[src/rtl/if_fetch_controller.sv]
// IF-stage fetch sequencer: owns the PC, issues one instruction-memory request at a time,
// and hands instn/pc/nextpc to IF/ID through an output register backed by a 1-entry skid.
module if_fetch_controller #(
   parameter logic [31:0] RESET_PC = 32'h0000_0000,
   parameter int          ADDR_W   = 10,
   parameter int          MAX_WAIT = 15
) (
   input  logic              clk,
   input  logic              reset,
   input  logic              stall,
   input  logic              branch_taken,
   input  logic [31:0]       branch_target,
   output logic              imem_req,
   output logic [ADDR_W-1:0] imem_addr,
   input  logic              imem_ready,
   input  logic [31:0]       imem_rdata,
   output logic [31:0]       if_instn,
   output logic [31:0]       if_pc,
   output logic [31:0]       if_nextpc,
   output logic              if_valid,
   output logic              fetch_err
);

   localparam int WCW = $clog2(MAX_WAIT + 1);

   typedef enum logic [1:0] {IDLE, REQ_WAIT, ERR} state_t;

   state_t         state;
   logic [31:0]    pc;
   logic [WCW-1:0] wait_cnt;
   logic           drop;
   logic           skid_valid;
   logic [31:0]    skid_instn;
   logic [31:0]    skid_pc;

   logic        accept;
   logic        take;
   logic        consume;
   logic        br;
   logic [31:0] br_pc;
   logic [31:0] pc_inc;

   assign accept  = (state == REQ_WAIT) && imem_req && imem_ready;
   assign take    = accept && !drop;
   assign consume = if_valid && !stall;
   assign br      = branch_taken && (state != ERR);
   assign br_pc   = branch_target & ~32'h3;
   assign pc_inc  = pc + 32'd4;

   always_ff @(posedge clk) begin
      if (!reset) begin
         state      <= IDLE;
         pc         <= RESET_PC;
         imem_req   <= 1'b0;
         imem_addr  <= '0;
         wait_cnt   <= '0;
         drop       <= 1'b0;
         skid_valid <= 1'b0;
         skid_instn <= '0;
         skid_pc    <= '0;
         if_instn   <= '0;
         if_pc      <= '0;
         if_nextpc  <= '0;
         if_valid   <= 1'b0;
         fetch_err  <= 1'b0;
      end else begin
         // Delivery path; the FSM below runs after it so entering ERR clears valid last.
         if (state == ERR) begin
            if_valid   <= 1'b0;
            skid_valid <= 1'b0;
         end else if (br) begin
            pc         <= br_pc;
            if_valid   <= 1'b0;
            skid_valid <= 1'b0;
            if (state == REQ_WAIT && !accept)
               drop <= 1'b1;
         end else begin
            if (take)
               pc <= pc_inc;
            if (consume) begin
               if (skid_valid) begin
                  if_instn   <= skid_instn;
                  if_pc      <= skid_pc;
                  if_nextpc  <= skid_pc + 32'd4;
                  skid_valid <= 1'b0;
               end else if (take) begin
                  if_instn  <= imem_rdata;
                  if_pc     <= pc;
                  if_nextpc <= pc_inc;
               end else begin
                  if_valid <= 1'b0;
               end
            end else if (take) begin
               if (!if_valid) begin
                  if_instn  <= imem_rdata;
                  if_pc     <= pc;
                  if_nextpc <= pc_inc;
                  if_valid  <= 1'b1;
               end else begin
                  skid_instn <= imem_rdata;
                  skid_pc    <= pc;
                  skid_valid <= 1'b1;
               end
            end
         end

         case (state)
            IDLE: begin
               // A full skid means decode is backed up; hold off the next fetch.
               if (!skid_valid) begin
                  state     <= REQ_WAIT;
                  imem_req  <= 1'b1;
                  imem_addr <= br ? br_pc[ADDR_W+1:2] : pc[ADDR_W+1:2];
                  wait_cnt  <= '0;
               end
            end
            REQ_WAIT: begin
               if (accept) begin
                  state    <= IDLE;
                  imem_req <= 1'b0;
                  drop     <= 1'b0;
                  wait_cnt <= '0;
               end else if (wait_cnt == WCW'(MAX_WAIT - 1)) begin
                  state      <= ERR;
                  imem_req   <= 1'b0;
                  fetch_err  <= 1'b1;
                  if_valid   <= 1'b0;
                  skid_valid <= 1'b0;
               end else begin
                  wait_cnt <= wait_cnt + 1'b1;
               end
            end
            ERR: begin
               imem_req  <= 1'b0;
               fetch_err <= 1'b1;
            end
            default: state <= IDLE;
         endcase
      end
   end

endmodule

[config.mk]
export PLATFORM = sky130hd
export DESIGN_NAME = if_fetch_controller
export DESIGN_NICKNAME = d
export VERILOG_FILES = /design/src/rtl/if_fetch_controller.sv
export SDC_FILE = /design/constraint.sdc
export NUM_CORES = 1
export LEC_CHECK = 0
export ABC_AREA = 1
export BUFFER_PORTS_ARGS = -buffer_cell sky130_fd_sc_hd__clkbuf_2
export CAP_MARGIN = 15
export CELL_PAD_IN_SITES_DETAIL_PLACEMENT = 0
export CELL_PAD_IN_SITES_GLOBAL_PLACEMENT = 1
export CORE_MARGIN = 4
export CORE_UTILIZATION = 43
export CTS_CLUSTER_DIAMETER = 120
export DETAILED_ROUTE_END_ITERATION = 7
export PLACE_DENSITY = 0.89
export SLEW_MARGIN = 20
export SYNTH_ARGS = -nofsm -noshare
export SYNTH_HDL_FRONTEND = slang
export SYNTH_SLANG_ARGS = --single-unit
[constraint.sdc]
create_clock -name clk -period 2.99 [get_ports clk]
set_clock_uncertainty 0.15 [all_clocks]
set_input_delay 0.598 -clock clk [delete_from_list [all_inputs] [get_ports clk]]
set_output_delay 0.598 -clock clk [all_outputs]
set_load 0.01 [all_outputs]
==> out/results.md <==
| Parameter | Value |
|:---|:---|
| Most instantiated flip-flop cell in the synthesis netlist | sky130_fd_sc_hd__dfxtp_1 |
| Post-Syn Area | 9900 um^2 |
| Antenna Violating Nets Remaining | 0 |
| Max IR drop VDD | 406 uV |
| Die Footprint | 25500 um^2 |
| Via count | 10100 |
| Cell with the most instances after synthesis | sky130_fd_sc_hd__nand2_1 |
| Inst Count DP | 1851 |
| Area fraction of the dominant cell type after synthesis | 0.415 |
| CTS resizes | 0 |
| Core Box Area | 22600 um^2 |
| Initial standard-cell utilization of the core | 0.437 |
| Overflow after GRT | 0 |
| H-tree level count | 1 |
| Post-synthesis async set-or-reset flop share | 0 |
| Yosys top cell by area | sky130_fd_sc_hd__dfxtp_1 |
| Top cells by area, synth | sky130_fd_sc_hd__dfxtp_1 41%, sky130_fd_sc_hd__nand2_1 14%, sky130_fd_sc_hd__o21ai_0 9.3% |
| I/O pin total | 178 |
| RSZ-0062 raised after global routing | false |
| First-pass GRT wire length | 50100 um |
| Share of post-route cells with drive strength above 1 | 0.159 |
| Part of the power in registers | 0.436 |
| Yosys warning count | 0 |
| Floorplan die width | 160 um |
| Clock insertion delay at the later pin of the skew report | 0.53 ns |
| Quantity of hold-fixing buffers added after cts | 0 |
| Number of different library cells in the post-synthesis netlist | 38 |
| WHS | 0.150 ns |
| Endpoint of the worst setup timing path | skid_instn[22]$_SDFFE_PN0P_ |
| Number of DRC violations after detailed routing | 0 |
| Data required time of the critical path | 3.29 ns |
| Clock transition at the registers of the reported paths | 0.06 ns |
| Height of the chip | 160 um |
| ANT cells | 0 |
| Design Area, Final | 11800 um^2 |
| Maximum fanout along the worst path | 40 |
| Vias per cell | 5.35 |
| Final Max Slew Viols | 0 |
| Clock tree buffer depth | 3 |
| TritonCTS Sinks | 205 |
| Reg2reg path depth | 8 |
| Worst reg2reg startpoint | state[0]$_SDFFE_PN0P_ |
| Worst Max-Slew Pin Slew | 0.746 ns |
| Iteration-0 DRC Markers | 865 |
| Pin count of the biggest net entering global routing | 108 |
| Clock network fraction of design power | 0.417 |
| Final number of setup-violating endpoints | 0 |
| Final min period | 2.46 ns |
| CTS tree | built |
| Instance area after placement | 11000 um^2 |
| Synthesized flop and latch total | 205 |
| Commonest cells in the netlist | 369 x sky130_fd_sc_hd__nand2_1, 205 x sky130_fd_sc_hd__dfxtp_1, 184 x sky130_fd_sc_hd__o21ai_0, 127 x sky130_fd_sc_hd__nor2_1, 123 x sky130_fd_sc_hd__a21oi_1 |
| R2R Path End | skid_instn[22]$_SDFFE_PN0P_ |
| Final weighted congestion of routability-driven global placement | 0.885 |
| Critical Path Sink Type | flop |
| Final total power | 7.07 mW |
| Nets@finish | 1669 |
| Cell internal power dissipation | 5.04 mW |
| Post-synthesis to final-layout area growth | 19.0% |
| Met3 routing resource usage after global routing | 0.0354 |
| Post-CTS repair timing setup buffer count | 0 |
| Final cell count without fillers | 1894 |
| Path type of the worst setup path | flop to flop |
| Sum of negative setup slack | 0 ns |
| Global Route Usage Sum | 0.236 |
| Final core utilization | 0.520 |
| Post-synthesis instance total | 1460 |
| Avg Synthesized Cell Area | 6.78 um^2 |
| Sequential area share after synthesis | 0.415 |
| Worst setup slack after layout | 0.527 ns |
| Met1 routing resource usage after global routing | 0.343 |
| Sw frac | 0.287 |
| Achievable frequency | 0.406 GHz |
| Number of CTS-inserted buffers | 24 |
| Max capacitance violation total | 0 |
| Arrival time reported for the critical path endpoint | 2.76 ns |
| Kind of start point of the critical path | flop |
| Number of enable flip-flop cells after synthesis | 0 |
| Result of the run | complete, no violations |
| Post-route fraction of the period consumed by the critical path | 0.824 |
| Number of antenna violations at the first check in global routing | 0 |
| Wire length reported by the detailed router | 31100 um |
| Slack of the worst reg-to-reg path | 0.53 ns |
| Worst slew margin relative to its limit | 0.501 |
| Busiest metal layer after global routing | met2 |
| Path category of the worst min-delay check | input pin to flop |
| Pre-CTS setup slack | 0.529 ns |
| Half-perimeter wire length of the detailed placement result | 21700 um |
| Count of input and output buffers | 171 |
| Vias in the first global route | 9440 |
| Share of power burned in combinational logic | 0.146 |
| Power density cells | 600 nW/um^2 |
| Avg WL per Cell | 16.4 um |
| Clock root buffer | sky130_fd_sc_hd__clkbuf_16 |
| Final Hold Fails | 0 |
| Pre-Repair DR Iteration Count | 6 |
| Worst setup path startpoint | state[0]$_SDFFE_PN0P_ |
| Number of placement rows | 55 |
| Net Sw Power | 2.03 mW |
| Met2 demand-to-capacity share in global routing | 0.361 |
| Static Leakage | 5.05 nW |
-- worst min-delay path by stage --
stage,start,to,slack (ns),depth (start not counted)
4_1_cts,imem_rdata[20],skid_instn[20]$_SDFFE_PN0P_,0.13,3
5_1_grt,imem_rdata[20],skid_instn[20]$_SDFFE_PN0P_,0.14,3
3_5_place_dp,if_nextpc[4]$_SDFFE_PN0P_,if_nextpc[4]$_SDFFE_PN0P_,0.31,2
6_report,imem_rdata[10],skid_instn[10]$_SDFFE_PN0P_,0.15,3
3_3_place_gp,if_nextpc[4]$_SDFFE_PN0P_,if_nextpc[4]$_SDFFE_PN0P_,0.30,2
2_1_floorplan,skid_instn[0]$_SDFFE_PN0P_,if_instn[0]$_SDFFE_PN0P_,0.31,2
-- final cells by class --
class | count | area, um^2
clock buffer | 37 | 739
timing repair buffer | 197 | 1130
tap | 285 | 357
inverter | 122 | 458
sequential | 205 | 4100
multi-input combinational | 1042 | 4930
fill | 2274 | 10900
clock inverter | 6 | 66.3
-- cells in the final DEF (no fill, tap or decap), drive strengths merged --
cell type  synthesis  final
nor3              19     19
o31ai              1      1
dfxtp            205    205
a311oi             2      2
buf               43     27
ha                 8      8
nand3b             2      2
clkinv             2      6
nand4             19     19
xor2              12     12
a31o               1      1
o211ai             4      4
inv              120    121
o2111ai            1      1
nand2            370    370
nor4               1      1
nor2             132    132
a31oi             80     80
bufinv             0      1
conb               1      4
a211oi             6      6
or2                4      4
a21oi            124    124
clkbuf            51    207
o21ai            185    185
a2111oi            1      1
nand3             66     66
-- power by group through the flow --
stage | registers [mW] | clock network [mW] | logic [mW]
finish | 3.09 | 2.95 | 1.03
global route | 3.11 | 3.13 | 1.18
CTS | 3.08 | 3.01 | 1.03
detailed placement | 3.14 | 0 | 1.03
global placement | 3.14 | 0 | 1.01
floorplan | 3.10 | 0 | 0.672
-- worst max-delay path, stage by stage, from the launching register on --
cell                      delay, ns
sky130_fd_sc_hd__dfxtp_1       0.38
sky130_fd_sc_hd__inv_1         0.09
sky130_fd_sc_hd__ha_1          0.28
sky130_fd_sc_hd__nor2_1        0.20
sky130_fd_sc_hd__inv_1         0.11
sky130_fd_sc_hd__nor3_4        0.65
sky130_fd_sc_hd__buf_12        0.27
sky130_fd_sc_hd__o21ai_0       0.10
sky130_fd_sc_hd__a21oi_1       0.14
-- cell families after synthesis --
logic type / share of synthesized area
AOI/OAI and AO/OA: 0.220
xor gates and xnor gates: 0.0106
adders and majority gates: 0.0101
buffers and inverters: 0.0905
DFF: 0.415
other: 0.000379
and+or+nand+nor: 0.254
-- per-layer routing --
layer  up-vias  routed length, um
li1       5134                  -
met5         -                  0
met3        66               2420
met1      4547              14500
met2       385              13300
met4         0                943
-- flip-flops by register name, indices dropped and copies added, names as in the netlist --
signal / cells
drop: 1
fetch_err: 1
if_instn: 32
if_nextpc: 30
if_pc: 30
if_valid: 1
imem_addr: 10
imem_req: 1
pc: 30
skid_instn: 32
skid_pc: 30
skid_valid: 1
state: 2
wait_cnt: 4
Power figures use the tool's default switching activity.
